<file path="src/rtl/rtc_mch_cnt.sv">
// -----------------------------------------------------------------------------
// rtc_mch_cnt
//
// Always-on RTC counter with a prescaler, a CNT_W-bit up-counter that either
// wraps or saturates, and NUM_CH independent match channels. Each channel is
// one-shot (disables itself on a hit) or periodic (advances its match value by
// its period on a hit). Raw match flags are sticky until cleared by a
// write-one-to-clear pulse; masked status drives the VIC interrupt line, and
// any unmasked hit produces a one-cycle ETB trigger pulse.
//
// Ports
//   pclk               sole clock, all state on the rising edge
//   rtc_por_rst        synchronous active-high reset, clears every register
//   pdu_aou_pwdata     write data shared by all write strobes
//   pdu_aou_wen_cr     write control: [0] cnt_en, [1] wrap_en, [2] intr_en
//   pdu_aou_wen_div    write prescaler divide value (pwdata[DIV_W-1:0])
//   pdu_aou_wen_clr    load counter with pwdata, clear ovf, restart prescaler
//   pdu_aou_ch_sel     channel for per-channel writes and match readback
//   pdu_aou_wen_mr     write match value of the selected channel
//   pdu_aou_wen_prd    write period (reload increment) of the selected channel
//   pdu_aou_wen_chcr   write channel control: [0] ch_en, [1] periodic, [2] mask
//   pdu_aou_int_clr    per-channel W1C pulse for the raw flags
//   etb_rtc_trig       external start pulse, sets cnt_en
//   aou_pdu_cnt        current count
//   aou_pdu_cr_reg     {ovf, intr_en, wrap_en, cnt_en}
//   aou_pdu_div_reg    prescaler divide value
//   aou_pdu_mr_reg     match value of the selected channel (combinational)
//   aou_pdu_int_raw    raw match flags
//   aou_pdu_int_stat   raw & ~mask
//   rtc0_vic_intr      level interrupt, intr_en & |stat
//   rtc_etb_trig       registered one-cycle pulse on any unmasked hit
//   rtc_tick           prescaler tick (combinational from registers)
// -----------------------------------------------------------------------------
module rtc_mch_cnt #(
    parameter int unsigned CNT_W    = 32,
    parameter int unsigned DIV_W    = 20,
    parameter int unsigned NUM_CH   = 4,
    parameter int unsigned CH_IDX_W = 2
) (
    input  logic                pclk,
    input  logic                rtc_por_rst,
    input  logic [CNT_W-1:0]    pdu_aou_pwdata,
    input  logic                pdu_aou_wen_cr,
    input  logic                pdu_aou_wen_div,
    input  logic                pdu_aou_wen_clr,
    input  logic [CH_IDX_W-1:0] pdu_aou_ch_sel,
    input  logic                pdu_aou_wen_mr,
    input  logic                pdu_aou_wen_prd,
    input  logic                pdu_aou_wen_chcr,
    input  logic [NUM_CH-1:0]   pdu_aou_int_clr,
    input  logic                etb_rtc_trig,
    output logic [CNT_W-1:0]    aou_pdu_cnt,
    output logic [3:0]          aou_pdu_cr_reg,
    output logic [DIV_W-1:0]    aou_pdu_div_reg,
    output logic [CNT_W-1:0]    aou_pdu_mr_reg,
    output logic [NUM_CH-1:0]   aou_pdu_int_raw,
    output logic [NUM_CH-1:0]   aou_pdu_int_stat,
    output logic                rtc0_vic_intr,
    output logic                rtc_etb_trig,
    output logic                rtc_tick
);

    // Global state
    logic [CNT_W-1:0]  cnt;
    logic [DIV_W-1:0]  div_cnt;
    logic [DIV_W-1:0]  div_reg;
    logic              cnt_en;
    logic              wrap_en;
    logic              intr_en;
    logic              ovf;
    logic              etb_q;

    // Per-channel state
    logic [CNT_W-1:0]  mr  [NUM_CH];
    logic [CNT_W-1:0]  prd [NUM_CH];
    logic [NUM_CH-1:0] ch_en;
    logic [NUM_CH-1:0] periodic;
    logic [NUM_CH-1:0] mask;
    logic [NUM_CH-1:0] raw;

    // Combinational helpers
    logic              tick;
    logic              at_max;
    logic              steps;
    logic [CNT_W-1:0]  cnt_inc;
    logic [NUM_CH-1:0] ch_wsel;
    logic [NUM_CH-1:0] hit;
    logic [CNT_W-1:0]  mr_mux;

    // ------------------------------------------------------------------
    // Tick and match decode
    // ------------------------------------------------------------------
    always_comb begin
        tick    = cnt_en & (div_cnt == div_reg);
        at_max  = &cnt;
        cnt_inc = cnt + CNT_W'(1);
        // The counter only "steps" (and is thus match-eligible) when it
        // actually changes: a saturating hold or a same-cycle load does not.
        steps   = tick & ~pdu_aou_wen_clr & (~at_max | wrap_en);
        ch_wsel = '0;
        hit     = '0;
        for (int unsigned i = 0; i < NUM_CH; i++) begin
            ch_wsel[i] = (pdu_aou_ch_sel == CH_IDX_W'(i));
            hit[i]     = steps & ch_en[i] & (cnt_inc == mr[i]);
        end
    end

    // Match readback; out-of-range selects read as zero.
    always_comb begin
        mr_mux = '0;
        for (int unsigned i = 0; i < NUM_CH; i++) begin
            if (pdu_aou_ch_sel == CH_IDX_W'(i)) begin
                mr_mux = mr[i];
            end
        end
    end

    // ------------------------------------------------------------------
    // State update
    // ------------------------------------------------------------------
    always_ff @(posedge pclk) begin
        if (rtc_por_rst) begin
            cnt      <= '0;
            div_cnt  <= '0;
            div_reg  <= '0;
            cnt_en   <= 1'b0;
            wrap_en  <= 1'b0;
            intr_en  <= 1'b0;
            ovf      <= 1'b0;
            etb_q    <= 1'b0;
            ch_en    <= '0;
            periodic <= '0;
            mask     <= '0;
            raw      <= '0;
            for (int unsigned i = 0; i < NUM_CH; i++) begin
                mr[i]  <= '0;
                prd[i] <= '0;
            end
        end else begin
            // Prescaler: restarts on any divide write or counter load.
            if (pdu_aou_wen_div | pdu_aou_wen_clr) begin
                div_cnt <= '0;
            end else if (tick) begin
                div_cnt <= '0;
            end else if (cnt_en) begin
                div_cnt <= div_cnt + DIV_W'(1);
            end

            if (pdu_aou_wen_div) begin
                div_reg <= pdu_aou_pwdata[DIV_W-1:0];
            end

            // Counter: a load overrides the tick.
            if (pdu_aou_wen_clr) begin
                cnt <= pdu_aou_pwdata;
                ovf <= 1'b0;
            end else if (tick) begin
                if (!at_max || wrap_en) begin
                    cnt <= cnt_inc;
                end
                if (at_max) begin
                    ovf <= 1'b1;
                end
            end

            // Control: a register write beats the external start pulse.
            if (pdu_aou_wen_cr) begin
                cnt_en  <= pdu_aou_pwdata[0];
                wrap_en <= pdu_aou_pwdata[1];
                intr_en <= pdu_aou_pwdata[2];
            end else if (etb_rtc_trig) begin
                cnt_en <= 1'b1;
            end

            // Channels: software writes win over hit side effects.
            for (int unsigned i = 0; i < NUM_CH; i++) begin
                if (pdu_aou_wen_mr && ch_wsel[i]) begin
                    mr[i] <= pdu_aou_pwdata;
                end else if (hit[i] && periodic[i]) begin
                    mr[i] <= mr[i] + prd[i];
                end

                if (pdu_aou_wen_prd && ch_wsel[i]) begin
                    prd[i] <= pdu_aou_pwdata;
                end

                if (pdu_aou_wen_chcr && ch_wsel[i]) begin
                    ch_en[i]    <= pdu_aou_pwdata[0];
                    periodic[i] <= pdu_aou_pwdata[1];
                    mask[i]     <= pdu_aou_pwdata[2];
                end else if (hit[i] && !periodic[i]) begin
                    ch_en[i] <= 1'b0;
                end
            end

            // Set beats clear.
            raw   <= (raw & ~pdu_aou_int_clr) | hit;
            etb_q <= |(hit & ~mask);
        end
    end

    // ------------------------------------------------------------------
    // Outputs
    // ------------------------------------------------------------------
    assign aou_pdu_cnt      = cnt;
    assign aou_pdu_cr_reg   = {ovf, intr_en, wrap_en, cnt_en};
    assign aou_pdu_div_reg  = div_reg;
    assign aou_pdu_mr_reg   = mr_mux;
    assign aou_pdu_int_raw  = raw;
    assign aou_pdu_int_stat = raw & ~mask;
    assign rtc0_vic_intr    = intr_en & (|(raw & ~mask));
    assign rtc_etb_trig     = etb_q;
    assign rtc_tick         = tick;

endmodule

</file>
<file path="config.mk">
export PLATFORM = sky130hd
export DESIGN_NAME = rtc_mch_cnt
export DESIGN_NICKNAME = d
export VERILOG_FILES = /design/src/rtl/rtc_mch_cnt.sv
export SDC_FILE = /design/constraint.sdc
export NUM_CORES = 1
export LEC_CHECK = 0
export ABC_AREA = 0
export CAP_MARGIN = 30
export CORE_MARGIN = 3
export CORE_UTILIZATION = 35
export CTS_BUF_LIST = sky130_fd_sc_hd__clkbuf_4 sky130_fd_sc_hd__clkbuf_8
export CTS_CLUSTER_DIAMETER = 100
export DETAILED_ROUTE_END_ITERATION = 6
export GPL_TIMING_DRIVEN = 1
export MAX_ROUTING_LAYER = met4
export PLACE_DENSITY = 0.59
export SLEW_MARGIN = 0
export SYNTH_ARGS = -nofsm -noshare
export SYNTH_HDL_FRONTEND = slang
export SYNTH_SLANG_ARGS = --single-unit
</file>
<file path="constraint.sdc">
create_clock -name pclk -period 13.15 [get_ports pclk]
set_input_delay 3.945 -clock pclk [delete_from_list [all_inputs] [get_ports pclk]]
set_output_delay 3.945 -clock pclk [all_outputs]
set_load 0.01 [all_outputs]
</file>
* Word-level counts from Yosys, hierarchy flattened
Memory sizes are Yosys's and may differ from the RTL's.
Cells that the tools add are included.
** Storage, ports and cells
- Bits in registers :: 93
- RAM bits :: 256
- Output and inout bits :: 99
- Word-level logic and storage cells :: 183
- Memories kept :: 2
** Memories
- mr :: depth 4, width 32, rd ports 4, clocked after memory_dff 0, wr ports 4, RTL line 74 : logic [CNT_W-1:0] mr [NUM_CH];
- prd :: depth 4, width 32, rd ports 4, clocked after memory_dff 0, wr ports 4, RTL line 75 : logic [CNT_W-1:0] prd [NUM_CH];
** Cells by class
- Add/subtract/negate cells :: 6
- Equal/unequal tests :: 8
- Muxes and demuxes :: 71
- Bitwise gates (word level) :: 34
- Reduce and logical (&&, ||, !) cells :: 41
** Operators by type and width (number)
- 32-bit 2-to-1 mux :: 19
- 32-bit adder :: 4
- 32-bit == test :: 4
- 1-bit 2-to-1 mux :: 52
- 33-bit AND reduction :: 1
- 32-bit by 1-bit adder with 32-bit output (second input constant) :: 1
- 32-bit AND reduction :: 1
- 20-bit by 1-bit adder with 20-bit output (second input constant) :: 1
- 20-bit == test :: 1
- 1-bit logical AND :: 20
- 1-bit OR :: 14
- 2-bit nonzero test :: 7
- 1-bit bitwise AND :: 12
- 4-bit bitwise AND :: 3
- 4-bit NOT :: 2
- 4-bit OR reduction :: 2
- 1-bit logical NOT :: 5
- 2-bit == test (second input constant) :: 2
- 4-bit OR :: 1
- 3-bit OR reduction :: 1
- 2-bit by 1-bit == test with 1-bit output (second input constant) :: 1
- 2-bit logical NOT :: 1
- 1-bit NOT :: 2
- 2-bit AND reduction :: 1
- other kinds (2) :: 2

* Depth between registers and ports, before layout
Gate-level depths: netlist of the first run.
- Depth in word-level cells :: 12
- Gate-level depth with buffers :: 15
- Mapped depth without buffers :: 13

* Least setup slack after synthesis of the first run
OpenSTA, ideal clock, no wires.
- Path type :: input -> output
- From :: input port pdu_aou_ch_sel[0]
- To :: output port aou_pdu_mr_reg[10]
- Data arrival time :: 5.736 ns
- Slack :: 3.469 ns
- Cell stages on the path :: 4
- Buffers on the path :: 3
- Cell sequence :: clkbuf_1 > buf_1 > buf_1 > mux4_2
** Between the ends
- Word-level cells in the longest chain between the ends :: 5
- Elaborated cells between the ends (all ways) :: 8
- Classes of those cells :: eq/ne (3); mux (4); reduce/logical (1)
** RTL lines
- start, declared :: RTL line 46 : input logic [CH_IDX_W-1:0] pdu_aou_ch_sel,
- 2-bit logical NOT :: RTL line 112 : if (pdu_aou_ch_sel == CH_IDX_W'(i)) begin
- 32-bit 2-to-1 mux (3 in a row) :: RTL line 112
- 32-bit 2-to-1 mux * :: RTL line 112
- end, declared :: RTL line 55 : output logic [CNT_W-1:0] aou_pdu_mr_reg,
Every way passes the cells marked *; elsewhere a longest branch is shown, timed or not.

* Final worst setup path of the first run
- From :: input port pdu_aou_ch_sel[0]
- To :: output port aou_pdu_mr_reg[13]
Same word-level chain as after synthesis.

==> summary.md, run 1 <==
| Metric | Value |
|---|---|
| Die width | ~270 um |
| Largest fanout on the critical path | 23 |
| Die H | roughly 270 um |
| Final WL | 95.5 mm |
| Slew Viols, Final | 0 |
| RSZ-0062 raised after global routing | false |
| Synth async-reset ratio | 0% |
| Core area | just over 0.07 mm2 |
| M3 GR Usage | under 10% |
| Max Cap Viol | 0 |
| Fin nets | 2919 |
| Via count | about 21000 |
| Rows | 97 |
| Startpoint type of the worst setup path | input pin |
| Main flop type after synthesis | edfxtp_1 |
| VDD IR max | about 0.074 mV |
| CTS Sinks | around 350 |
| Post-layout min period | approximately 10000 ps |
| Detail Placement HPWL | about 73 mm |
| Total gr overflow | 0 |
| Synth area leaders | edfxtp_1, dfxtp_1, ha_1 |
| Clock tree buffer depth | 3 |
| First-pass GRT wire length | roughly 140 mm |
| Distinct cell type count after synthesis | approximately 90 |
| Outcome | finished, final reports clean |
| CP Capture Type | output pin |
| TritonCTS clock tree | built |
| M1 GR Usage | around a third |
| Number of antenna violations at the first check in global routing | 4 |
| Wirelength per Cell | between 20 and 30 um |
| Least-Margin Pin Slew | roughly 1100 ps |
| Clock Power Share | between 30% and 40% |
| Layout cells sized above 1 | under 10% |
| Int Power | between 0.002 and 0.0025 W |
| Number of global-route vias before repair | 21000 |
| Leakage | approximately 11 nW |
| Crit path cell chain | buf_2, buf_4, mux4_2, clkdlybuf4s50_1 |
| Final Skew | 30.8 ps |
| Sw Share | between 30% and 40% |
| Pwr dens | between 100 and 150 mW/mm2 |
| Yosys warns | 0 |
| Flop pwr share | about two fifths |
| Initial core utilization | between 30% and 40% |
| # resized after CTS | 0 |
| Sw power | 0.00104 W |
| Synth-to-Final Area Change | 14.5% |
| Largest stage delay on the critical path | between 600 and 700 ps |
| Post-Syn Nets | roughly 2800 |
| Seq cells post-synth | between 300 and 400 |
| Overall Global Routing Usage | between 20% and 30% |
| Achievable frequency | ~99 MHz |
| Die area | between 0.07 and 0.08 mm2 |
| Worst Hold Class | register to register |
| Vias/cell | around 5.7 |
| # DRC | 0 |
| Final GP Congestion | 1.01 |
| Clock-pin slew on the worst setup and hold paths | 60 ps |
| Required time of the critical path | approximately 9000 ps |
| I/O pin total | ~150 |
| CTS Buf Count | 66 |
| Cell taking the most area after synthesis | edfxtp_1 |
| Largest net degree at the start of global routing | 68 |
| Synth Area per Inst | ~9.4 um2 |
| Final setup fails | 0 |
| Clock Latency Late Sink | around 660 ps |
| Comb pwr share | a little over a fifth |
| Fin. Hold Viols | 0 |
| Sequential element share of the synthesized area | 38.2% |
| CTS HTree Levels | 3 |
| Antenna-violating nets left | 0 |
| Drt initial violations | between 2000 and 2500 |
| Setup TNS | 0 ps |
| # Post-CTS Setup Buffers | 0 |
| DR pass1 iterations | 6 |
| Design Power | ~0.0033 W |
| Setup CP Type | input pin to output pin |
| Post-synth EDFFs | between 200 and 300 |
| Met2 usage | between 40% and 50% |
| Root buf cell | clkbuf_8 |
| Cts hold-fix bufs | 0 |
| Cell area after synthesis | between 0.02 and 0.03 mm2 |
| Slew HR | between 20% and 30% |
| Part of the cycle the worst path needs | between 70% and 80% |
| Gr busiest metal | met2 |
| Port Buffer Count | roughly 150 |
| Worst EP arrival | 6200 ps |
| Yosys top cell area share | between 30% and 40% |
| Critical path's slowest cell | mux4_2 |
| Mapped Cells | ~2700 |
worst max-delay path: cells and delay by family:
kind                   cells  cell delay (ps)
buffers and inverters      3             1580
multiplexers               1              660
path summary, 6_finish.rpt:
path / start / endpoint / slack (ps) / depth (start not counted)
worst min-delay path: periodic[1] / periodic[1] / 490 / 2
worst max-delay path: pdu_aou_ch_sel[0] / aou_pdu_mr_reg[13] / 3000 / 4
worst max register to register: aou_pdu_cnt[0] / mr[0][17] / 6810 / 11
worst min register to register: periodic[1] / periodic[1] / 490 / 2
cell usage after synthesis (42+ instances only):
cell type and count:
nor2_1 188, edfxtp_1 256, nand4_1 42, xnor2_1 140, and2_1 140, nand2_1 240, clkbuf_1 112, a21oi_1 186
ha_1 126, inv_1 63, a21o_1 50, o21ai_0 150, dfxtp_1 93, nand3_1 75, xor2_1 146
kinds of logic after synthesis:
kind of cell	count (synthesis)	share of synthesized area (%)
DFF	349	38.2
and+or+nand+nor	953	19.9
muxes	67	4.29
adders and majority gates	130	6.62
AOI/OAI and AO/OA	637	16.1
xor gates and xnor gates	298	11.1
buffers and inverters	231	3.96
metrics by stage:
| step | util (%) | area, um2 | hold slack (ps) | setup WS, ps | instances |
|---|---|---|---|---|---|
| CTS | 40.7 | 28600 | 488 | 3000 | 3733 |
| detailed placement | 38.6 | 27200 | 469 | 3010 | 3612 |
| global placement | 38.6 | 27100 | 459 | 3050 | 3609 |
| finish | 40.7 | 28600 | 490 | 3000 | 3736 |
| global route | 40.7 | 28600 | 516 | 2880 | 3736 |
| floorplan | - | 25000 | 438 | 3470 | 2665 |
layer usage:
layer / up-vias / wire, um
li1: 9896 / -
met1: 10500 / 40900
met2: 922 / 43900
met3: 190 / 6560
met4: 0 / 4140
met5: - / 0
area by class of cell:
type                       count  area, um2
fill                        6909      41700
multi-input combinational   2085      14600
sequential                   349       9550
timing repair buffer         176       1670
clock buffer                 108       1330
tap                          940       1180
inverter                      64        240
clock inverter                13        126
antenna                        1       2.50
power by group through the flow:
stage	logic, W	registers, W	clock network (W)
2_1_floorplan	0.000511	0.00132	0
3_3_place_gp	0.000693	0.00139	0
3_5_place_dp	0.000704	0.00139	0
4_1_cts	0.000709	0.00137	0.00121
5_1_grt	0.000778	0.00138	0.00125
6_report	0.000715	0.00137	0.00118
layout by cell type (no fill, tap or decap), types with 42 or more instances in the layout:
cell type / synthesis / routed
edfxtp_1: 256 / 256
nand2_1: 240 / 240
a21oi_1: 186 / 186
nor2_1: 188 / 183
o21ai_0: 150 / 147
xor2_1: 146 / 146
clkdlybuf4s50_1: 0 / 141
xnor2_1: 140 / 140
and2_1: 140 / 140
ha_1: 126 / 126
dfxtp_1: 93 / 93
clkbuf_8: 0 / 83
nand3_1: 75 / 75
inv_1: 63 / 63
a21o_1: 50 / 50
nand4_1: 42 / 42
Power figures use the tool's default switching activity.
==> inputs of run 2 (changes only) <==
--- a/config.mk
+++ b/config.mk
@@ -14,7 +14,7 @@
 export DETAILED_ROUTE_END_ITERATION = 6
 export GPL_TIMING_DRIVEN = 1
 export MAX_ROUTING_LAYER = met4
-export PLACE_DENSITY = 0.59
+export PLACE_DENSITY = 0.6
 export SLEW_MARGIN = 0
 export SYNTH_ARGS = -nofsm -noshare
 export SYNTH_HDL_FRONTEND = slang
==> constraint.sdc (replaced) <==
create_clock -name pclk -period 9.22 [get_ports pclk]
set_input_delay 2.766 -clock pclk [delete_from_list [all_inputs] [get_ports pclk]]
set_output_delay 2.766 -clock pclk [all_outputs]
set_load 0.01 [all_outputs]
==> summary.md, run 2 (same netlist as run 1, synthesis figures left out) <==
| Metric | Value |
|---|---|
| Slew HR | between 20% and 30% |
| Final GP Congestion | 0.985 |
| Startpoint type of the worst setup path | input pin |
| Fin. Hold Viols | 0 |
| RSZ-0062 raised after global routing | false |
| First-pass GRT wire length | around 140 mm |
| Max Cap Viol | 0 |
| Antenna-violating nets left | 0 |
| Core area | between 0.07 and 0.08 mm2 |
| Die area | about 0.075 mm2 |
| R2R setup slack | 3340 ps |
| Achievable frequency | between 100 and 150 MHz |
| CTS HTree Levels | 3 |
| Fin nets | ~2900 |
| Die width | about 270 um |
| Setup TNS | 0 ps |
| Clock-pin slew on the worst setup and hold paths | around 50 ps |
| Initial core utilization | 35.5% |
| DR pass1 iterations | 7 |
| Worst r2r src | aou_pdu_cnt[0] |
| Synth-to-Final Area Change | 14.3% |
| Cts hold-fix bufs | 0 |
| Min-Delay Path Depth | 2 |
| Final WL | ~96 mm |
| Leakage | 10.6 nW |
| Root buf cell | clkbuf_8 |
| R2R Path End | mr[0][19] |
| Most common cell after layout, fill and taps aside | edfxtp_1 |
| Largest net degree at the start of global routing | 54 |
| CTS Buf Count | 70 |
| FILL cells | 6859 |
| TritonCTS clock tree | built |
| Slew Viols, Final | 0 |
| CP Capture Type | output pin |
| Crit path from | pdu_aou_ch_sel[0] |
| # Post-CTS Setup Buffers | 0 |
| Commonest cells after routing, fill and taps aside | edfxtp_1, nand2_1, a21oi_1, nor2_1, o21ai_0 |
| Port Buffer Count | around 150 |
| Final setup fails | 0 |
| Sequential cell area | between 0.009 and 0.01 mm2 |
| Clock Latency Late Sink | approximately 660 ps |
| I/O pin total | 146 |
| Final Skew | around 33 ps |
| Pwr dens | around 160 mW/mm2 |
| Rows | slightly below 100 |
| Detail Placement HPWL | between 70 and 80 mm |
| Largest fanout on the critical path | 26 |
| Outcome | finished, final reports clean |
| Area of the multi-input gates | about 0.015 mm2 |
| Worst EP arrival | ~5000 ps |
| Fin worst setup slack | approximately 1500 ps |
| Number of global-route vias before repair | 21200 |
| Least-Margin Pin Slew | roughly 1000 ps |
| Clock tree buffer depth | 3 |
| Min-Delay Endpoint | periodic[1] |
| Overall Global Routing Usage | between 20% and 30% |
| Post-layout min period | just under 8000 ps |
| Required time of the critical path | between 6000 and 7000 ps |
| Via count | approximately 22000 |
| Setup CP Type | input pin to output pin |
| CTS Sinks | between 300 and 400 |
| Wirelength per Cell | approximately 26 um |
| Hold_sp | periodic[1] |
| Hold_ws | just under 500 ps |
| Layout cells sized above 1 | 9.35% |
| Part of the cycle the worst path needs | a little over four fifths |
| Drt initial violations | about 2400 |
| Total gr overflow | 0 |
| Vias/cell | between 5 and 6 |
| Worst slack, placed | roughly 1400 ps |
| Worst Hold Class | register to register |
| Die H | between 200 and 300 um |
| VDD IR max | approximately 0.10 mV |
| # resized after CTS | 0 |
| Number of antenna violations at the first check in global routing | 4 |
| # DRC | 0 |
| R2R depth | 11 |
run 2: cell types whose count changed in the layout (fill, tap and decap cells not counted), moves of 2 or more:
cell / change
buf_4: +3
buf_2: -3
clkbuf_8: -7
clkinv_2: +2
clkinv_1: +3
clkbuf_4: +8
nor2_1: +2
nor2_4: -2
run 2: worst max path at each step:
stage / end / slack, ps
after CTS: aou_pdu_mr_reg[27] / 1390
after floorplan: aou_pdu_mr_reg[10] / 1900
final: aou_pdu_mr_reg[28] / 1480
after global routing: aou_pdu_mr_reg[26] / 1300
after detailed placement: aou_pdu_mr_reg[27] / 1390
after global placement: aou_pdu_mr_reg[23] / 1460
run 2: layer usage:
layer / track usage (%) / share of wire (%)
met5: - / 0
met4: 10.6 / 4.1
met3: 3.93 / 7.7
met2: 40.3 / 45
met1: 33.9 / 43
run 2: layout make-up:
class | instances | area share, %
diodes | 2 | 0.0175
clock buffers | 109 | 4.52
well taps | 940 | 4.11
clock inverters | 17 | 0.437
repair buffers | 177 | 5.87
flip-flops and latches | 349 | 33.4
multi-input cells | 2085 | 50.8
inverters | 64 | 0.840
run 2: per-stage QoR:
| step | instances | area, um2 | utilization [%] | total power [W] |
|---|---|---|---|---|
| floorplan | 2665 | 25000 | - | 0.00261 |
| global placement | 3612 | 27200 | 38.6 | 0.00297 |
| detailed placement | 3615 | 27200 | 38.6 | 0.00299 |
| CTS | 3741 | 28600 | 40.6 | 0.00466 |
| global route | 3742 | 28600 | 40.6 | 0.00484 |
| finish | 3743 | 28600 | 40.6 | 0.00464 |
run 2: critical path: stages:
cell and delay (ps):
buf_2 590, buf_4 520, mux4_2 570, clkdlybuf4s50_1 500
run 2: where the power goes:
group | internal [W] | switching [W] | total [W]
logic | 0.000441 | 0.000579 | 0.00102
clock network | 0.000901 | 0.000753 | 0.00165
registers | 0.00179 | 0.000170 | 0.00196
==> inputs of run 3 (changes only) <==
--- a/config.mk
+++ b/config.mk
@@ -14,7 +14,7 @@
 export DETAILED_ROUTE_END_ITERATION = 6
 export GPL_TIMING_DRIVEN = 1
 export MAX_ROUTING_LAYER = met4
-export PLACE_DENSITY = 0.6
+export PLACE_DENSITY = 0.59
 export SLEW_MARGIN = 0
 export SYNTH_ARGS = -nofsm -noshare
 export SYNTH_HDL_FRONTEND = slang
==> constraint.sdc (replaced) <==
create_clock -name pclk -period 7.5 [get_ports pclk]
set_input_delay 2.25 -clock pclk [delete_from_list [all_inputs] [get_ports pclk]]
set_output_delay 2.25 -clock pclk [all_outputs]
set_load 0.01 [all_outputs]
==> summary.md, run 3 (same netlist as run 1, synthesis figures left out) <==
| Metric | Value |
|---|---|
| CP Capture Type | output pin |
| First-pass GRT wire length | 138 mm |
| Comb pwr share | around 23% |
| Outcome | finished, final reports clean |
| Sw power | about 0.0018 W |
| # Post-CTS Setup Buffers | 0 |
| Slew HR | between 20% and 30% |
| Clock-pin slew on the worst setup and hold paths | about 70 ps |
| Cts hold-fix bufs | 0 |
| # DRC | 0 |
| Leakage | about 11 nW |
| Least-Margin Pin Slew | 1080 ps |
| Layout cells sized above 1 | between 9 and 10% |
| Detail Placement HPWL | between 70 and 80 mm |
| Final Skew | between 20 and 25 ps |
| Synth-to-Final Area Change | 14.4% |
| Clock Latency Late Sink | roughly 700 ps |
| Number of buffers and inverters on the critical path | 3 |
| Root buf cell | clkbuf_8 |
| Die area | roughly 0.075 mm2 |
| Critical path's slowest cell | mux4_2 |
| Max Cap Viol | 0 |
| Post-layout min period | between 6000 and 7000 ps |
| Core area | 0.0704 mm2 |
| RSZ-0062 raised after global routing | false |
| CTS Sinks | about 350 |
| Antenna-violating nets left | 0 |
| Fin nets | about 2900 |
| Int Power | 0.00385 W |
| Pwr dens | between 150 and 200 mW/mm2 |
| Setup CP Type | input pin to output pin |
| Setup TNS | 0 ps |
| Flop pwr share | between 40% and 50% |
| Overall Global Routing Usage | ~26% |
| Slew Viols, Final | 0 |
| Vias/cell | ~5.8 |
| Worst Hold Class | register to register |
| Wirelength per Cell | approximately 25 um |
| Fin worst setup slack | approximately 1000 ps |
| Final GP Congestion | about 1.1 |
| Hold_sp | periodic[1] |
| CTS HTree Levels | 2 |
| Startpoint type of the worst setup path | input pin |
| Die H | between 200 and 300 um |
| Rows | 97 |
| Largest net degree at the start of global routing | 67 |
| R2R setup slack | approximately 1700 ps |
| Number of antenna violations at the first check in global routing | 3 |
| Commonest cells after routing, fill and taps aside | edfxtp_1, nand2_1, a21oi_1, nor2_1, o21ai_0 |
| Most common cell after layout, fill and taps aside | edfxtp_1 |
| Via count | roughly 22000 |
| Required time of the critical path | around 5300 ps |
| Sw Share | 31.6% |
| R2R Path End | mr[2][30] |
| Largest fanout on the critical path | 26 |
| Largest stage delay on the critical path | between 600 and 700 ps |
| I/O pin total | 146 |
| Clock tree buffer depth | 3 |
| Min-Delay Path Depth | 2 |
| Fin. Hold Viols | 0 |
| Worst r2r src | aou_pdu_cnt[0] |
| Worst EP arrival | between 4000 and 5000 ps |
| Design Power | around 0.0056 W |
| Achievable frequency | 154 MHz |
| Critical path's top delay family | buffers and inverters |
| Crit path cell chain | buf_2, buf_12, mux4_2, clkdlybuf4s50_1 |
| Total gr overflow | 0 |
| Final setup fails | 0 |
| Port Buffer Count | between 100 and 150 |
| Initial core utilization | between 30% and 40% |
| Final WL | ~95 mm |
| Part of the cycle the worst path needs | just under 90% |
| Die width | around 270 um |
| Clock Power Share | a little over a third |
| DR pass1 iterations | 5 |
| CTS Buf Count | 60 |
| Drt initial violations | about 2300 |
| Min-Delay Endpoint | periodic[1] |
| R2R depth | 11 |
| VDD IR max | around 0.14 mV |
| TritonCTS clock tree | built |
| Number of global-route vias before repair | 20800 |
| # resized after CTS | 0 |
| Worst slack, placed | about 1000 ps |
## run 3: changes by cell type in the layout (fill, tap and decap cells not counted), sizes merged
cell and change:
buf +7, bufinv +3, clkbuf -11, clkinv -2, clkinvlp -1, inv -2
## run 3: cell type report
cell class	count	area, um2
clock inverter	15	168
multi-input combinational	2085	14600
sequential	349	9550
clock buffer	98	1190
fill	6917	41800
tap	940	1180
antenna	2	5.00
inverter	64	240
timing repair buffer	184	1740
## run 3: tightest hold or removal path, stage by stage (launching register included)
cell     delay (ps)
dfxtp_1         320
nand2_1          60
a21oi_1          50
## run 3: power groups by stage
stage / Combinational [W] / Clock [W] / Sequential [W]
CTS: 0.00125 / 0.00201 / 0.00239
floorplan: 0.000895 / 0 / 0.00232
global route: 0.00138 / 0.00208 / 0.00240
detailed placement: 0.00125 / 0 / 0.00243
global placement: 0.00123 / 0 / 0.00243
finish: 0.00126 / 0.00197 / 0.00240
## run 3: metrics by stage
stage               utilization [%]  hold WS (ps)  instances  area [um2]
floorplan                         -           438       2665       25000
global placement               38.7           457       3617       27200
detailed placement             38.7           468       3622       27300
CTS                            40.6           477       3735       28600
global route                   40.6           505       3736       28600
finish                         40.7           475       3737       28600
## run 3: worst max-delay path by stage
stage | from | endpoint | slack (ps) | cells after the start
final | pdu_aou_ch_sel[0] | aou_pdu_mr_reg[15] | 1010 | 4
after global routing | pdu_aou_ch_sel[0] | aou_pdu_mr_reg[31] | 910 | 4
after CTS | pdu_aou_ch_sel[0] | aou_pdu_mr_reg[31] | 990 | 4
after detailed placement | pdu_aou_ch_sel[0] | aou_pdu_mr_reg[31] | 1000 | 4
after global placement | pdu_aou_ch_sel[0] | aou_pdu_mr_reg[15] | 1020 | 4
after floorplan | pdu_aou_ch_sel[0] | aou_pdu_mr_reg[10] | 1210 | 4
## run 3: metal layers
| metal | GRT usage (%) | share of wire [%] | up-vias |
|---|---|---|---|
| li1 | - | - | 9898 |
| met1 | 33.0 | 43 | 10700 |
| met2 | 41.8 | 47 | 910 |
| met3 | 3.83 | 7.3 | 176 |
| met4 | 7.87 | 3.3 | 0 |
| met5 | - | 0 | - |
==> RTL change, RTL diff (settings of run 1) <==
Change the parameter `DIV_W` from 20 to 10.
--- a/src/rtl/rtc_mch_cnt.sv
+++ b/src/rtl/rtc_mch_cnt.sv
@@ -33,7 +33,7 @@
 // -----------------------------------------------------------------------------
 module rtc_mch_cnt #(
     parameter int unsigned CNT_W    = 32,
-    parameter int unsigned DIV_W    = 20,
+    parameter int unsigned DIV_W    = 10,
     parameter int unsigned NUM_CH   = 4,
     parameter int unsigned CH_IDX_W = 2
 ) (
Ports: changed (resized aou_pdu_div_reg); port bits go from 146 to 136. No check against the original RTL was run, so the function may have changed too.
==> RTL change against run 1 <==
Design area is 5.2% lower; setup slack better by 0.043 ns; synthesized area shrank 4.8%; sequential cell count fell by 20; global-route usage grew 0.69 points; highest routed layer unchanged; synthesized cell count decreased by 4.8%; routed wire length is 2.8% lower; sequential share of layout area is 0.34 points higher; via count down 2.9%; utilization rose by 0.12 points; total power decreased by 5.0%.
==> RTL change: results <==
{
  "place_worst_setup_slack_ns": 3.00,
  "synth_edf_count": 256,
  "cp_slowest_stage_delay_ns": 0.62,
  "status": "completed",
  "post_cts_buffers": 0,
  "synth_warnings": 0,
  "synth_area_per_cell_um2": 9.38,
  "cts-buffers-inserted": 60,
  "placed_area_um2": 25900,
  "drive_gt1_share_pct": 7.81,
  "leakagePower_uw": 0.00998,
  "htreeDepth": 2,
  "antenna_found_initial": 4,
  "critPathSlowestCell": "buf_2",
  "grt.total_usage_pct": 26.5,
  "numPortBuffers": 135,
  "clk_latency_ns": 0.70,
  "clockBufferDepth": 3,
  "nFillCells": 6473,
  "ys.flop_type": "edfxtp_1",
  "tightest_slew_ns": 1.01,
  "syn-num-nets": 2715,
  "first_global_vias": 20300,
  "routabilityCongestion": 1.03,
  "synth_cell_types": 88,
  "clk_pin_slew_ns": 0.06,
  "avgRoutedWirePerCell_um": 26.3,
  "cts_root_buf": "clkbuf_8",
  "grt_pass1_wl_um": 136000,
  "synthTopCellsByArea": "edfxtp_1 (32%), ha_1 (6.6%), dfxtp_1 (6.1%)",
  "crit_family": "buffers and inverters",
  "first_iter_violations": 2369,
  "intPower_uw": 2090,
  "async_flop_share_pct": 0,
  "areaGrowthSynthToFinish_pct": 14.1,
  "crit_fanout": 22,
  "cts-resized-gates": 0,
  "drt-vias-per-instance": 5.91,
  "layout.nets": 2793,
  "dp_hpwl_um": 72000,
  "skew_ns": 0.0423,
  "grt_max_degree": 64,
  "final_max_slew_viol_count": 0,
  "vdd_drop_max_mv": 0.0609,
  "seq_area_frac_synth_pct": 38.4,
  "hp-class": "reg -> reg",
  "synth_common_cells": "edfxtp_1 (256), nand2_1 (224), a21oi_1 (187)",
  "drt_first_pass_iters": 6,
  "dp_cells": 3417,
  "stdcell_count": 3528
}
-- RTL change: cell types whose count changed after synthesis, moves of 9 or more --
| cell | run 1 | this run |
|---|---|---|
| o21ai_1 | 33 | 63 |
| nor4_1 | 39 | 28 |
| xor2_1 | 146 | 119 |
| a21o_1 | 50 | 62 |
| nor2_1 | 188 | 168 |
| mux2i_1 | 34 | 17 |
| a22o_1 | 2 | 32 |
| and4_1 | 16 | 7 |
| o21ai_0 | 150 | 130 |
| nand2_1 | 240 | 224 |
| dfxtp_1 | 93 | 73 |
| o21ai_2 | 30 | 0 |
| xnor2_1 | 140 | 161 |
-- RTL change: final cells by class --
cell class / instances / area share (%)
Multi-Input combinational cell: 1991 / 50.8
Sequential cell: 329 / 33.7
Timing Repair Buffer: 170 / 5.90
Tap cell: 864 / 3.98
Clock buffer: 86 / 3.92
Inverter: 64 / 0.884
Clock inverter: 22 / 0.774
Antenna cell: 2 / 0.0184
-- RTL change: power by group through the flow --
| stage | logic (uW) | registers, uW | clock network, uW |
|---|---|---|---|
| 2_1_floorplan | 520 | 1260 | 0 |
| 3_3_place_gp | 701 | 1340 | 0 |
| 3_5_place_dp | 716 | 1340 | 0 |
| 4_1_cts | 720 | 1310 | 1080 |
| 5_1_grt | 795 | 1320 | 1120 |
| 6_report | 726 | 1320 | 1060 |
-- RTL change: kinds of logic (layout without fill, tap and decap cells) --
kind of cell    after synthesis  count (layout)  share of synthesized area, %
flops                       329             329                          38.4
fa+ha+maj                   130             130                          6.96
simple gates                872             872                          18.8
other cells                   0               2                             0
xor+xnor                    288             288                          11.1
mux                          49              49                          3.74
compound gates              652             652                          17.2
buf+inv                     218             342                          3.76
-- RTL change: worst paths after layout --
path | from | endpoint | slack (ns) | cells after the start
min | aou_pdu_int_raw[2] | aou_pdu_int_raw[2] | 0.49 | 2
min reg2reg | aou_pdu_int_raw[2] | aou_pdu_int_raw[2] | 0.49 | 2
max | pdu_aou_ch_sel[0] | aou_pdu_mr_reg[5] | 3.04 | 4
max reg2reg | aou_pdu_cnt[0] | mr[3][1] | 6.93 | 11
-- RTL change: layer usage --
layer / track usage [%] / wire length [um] / vias to the layer above
met5: - / 0 / -
met3: 4.37 / 7530 / 193
met4: 11.6 / 4310 / 0
met1: 35.1 / 40000 / 10200
met2: 40.0 / 40900 / 959
li1: - / - / 9488
-- RTL change: tightest hold or removal path, delay by kind of cell (launching register included) --
family / cells / cell delay (ns)
AO/OA/AOI/OAI: 1 / 0.06
AND/OR/NAND/NOR: 1 / 0.07
flip-flops: 1 / 0.32
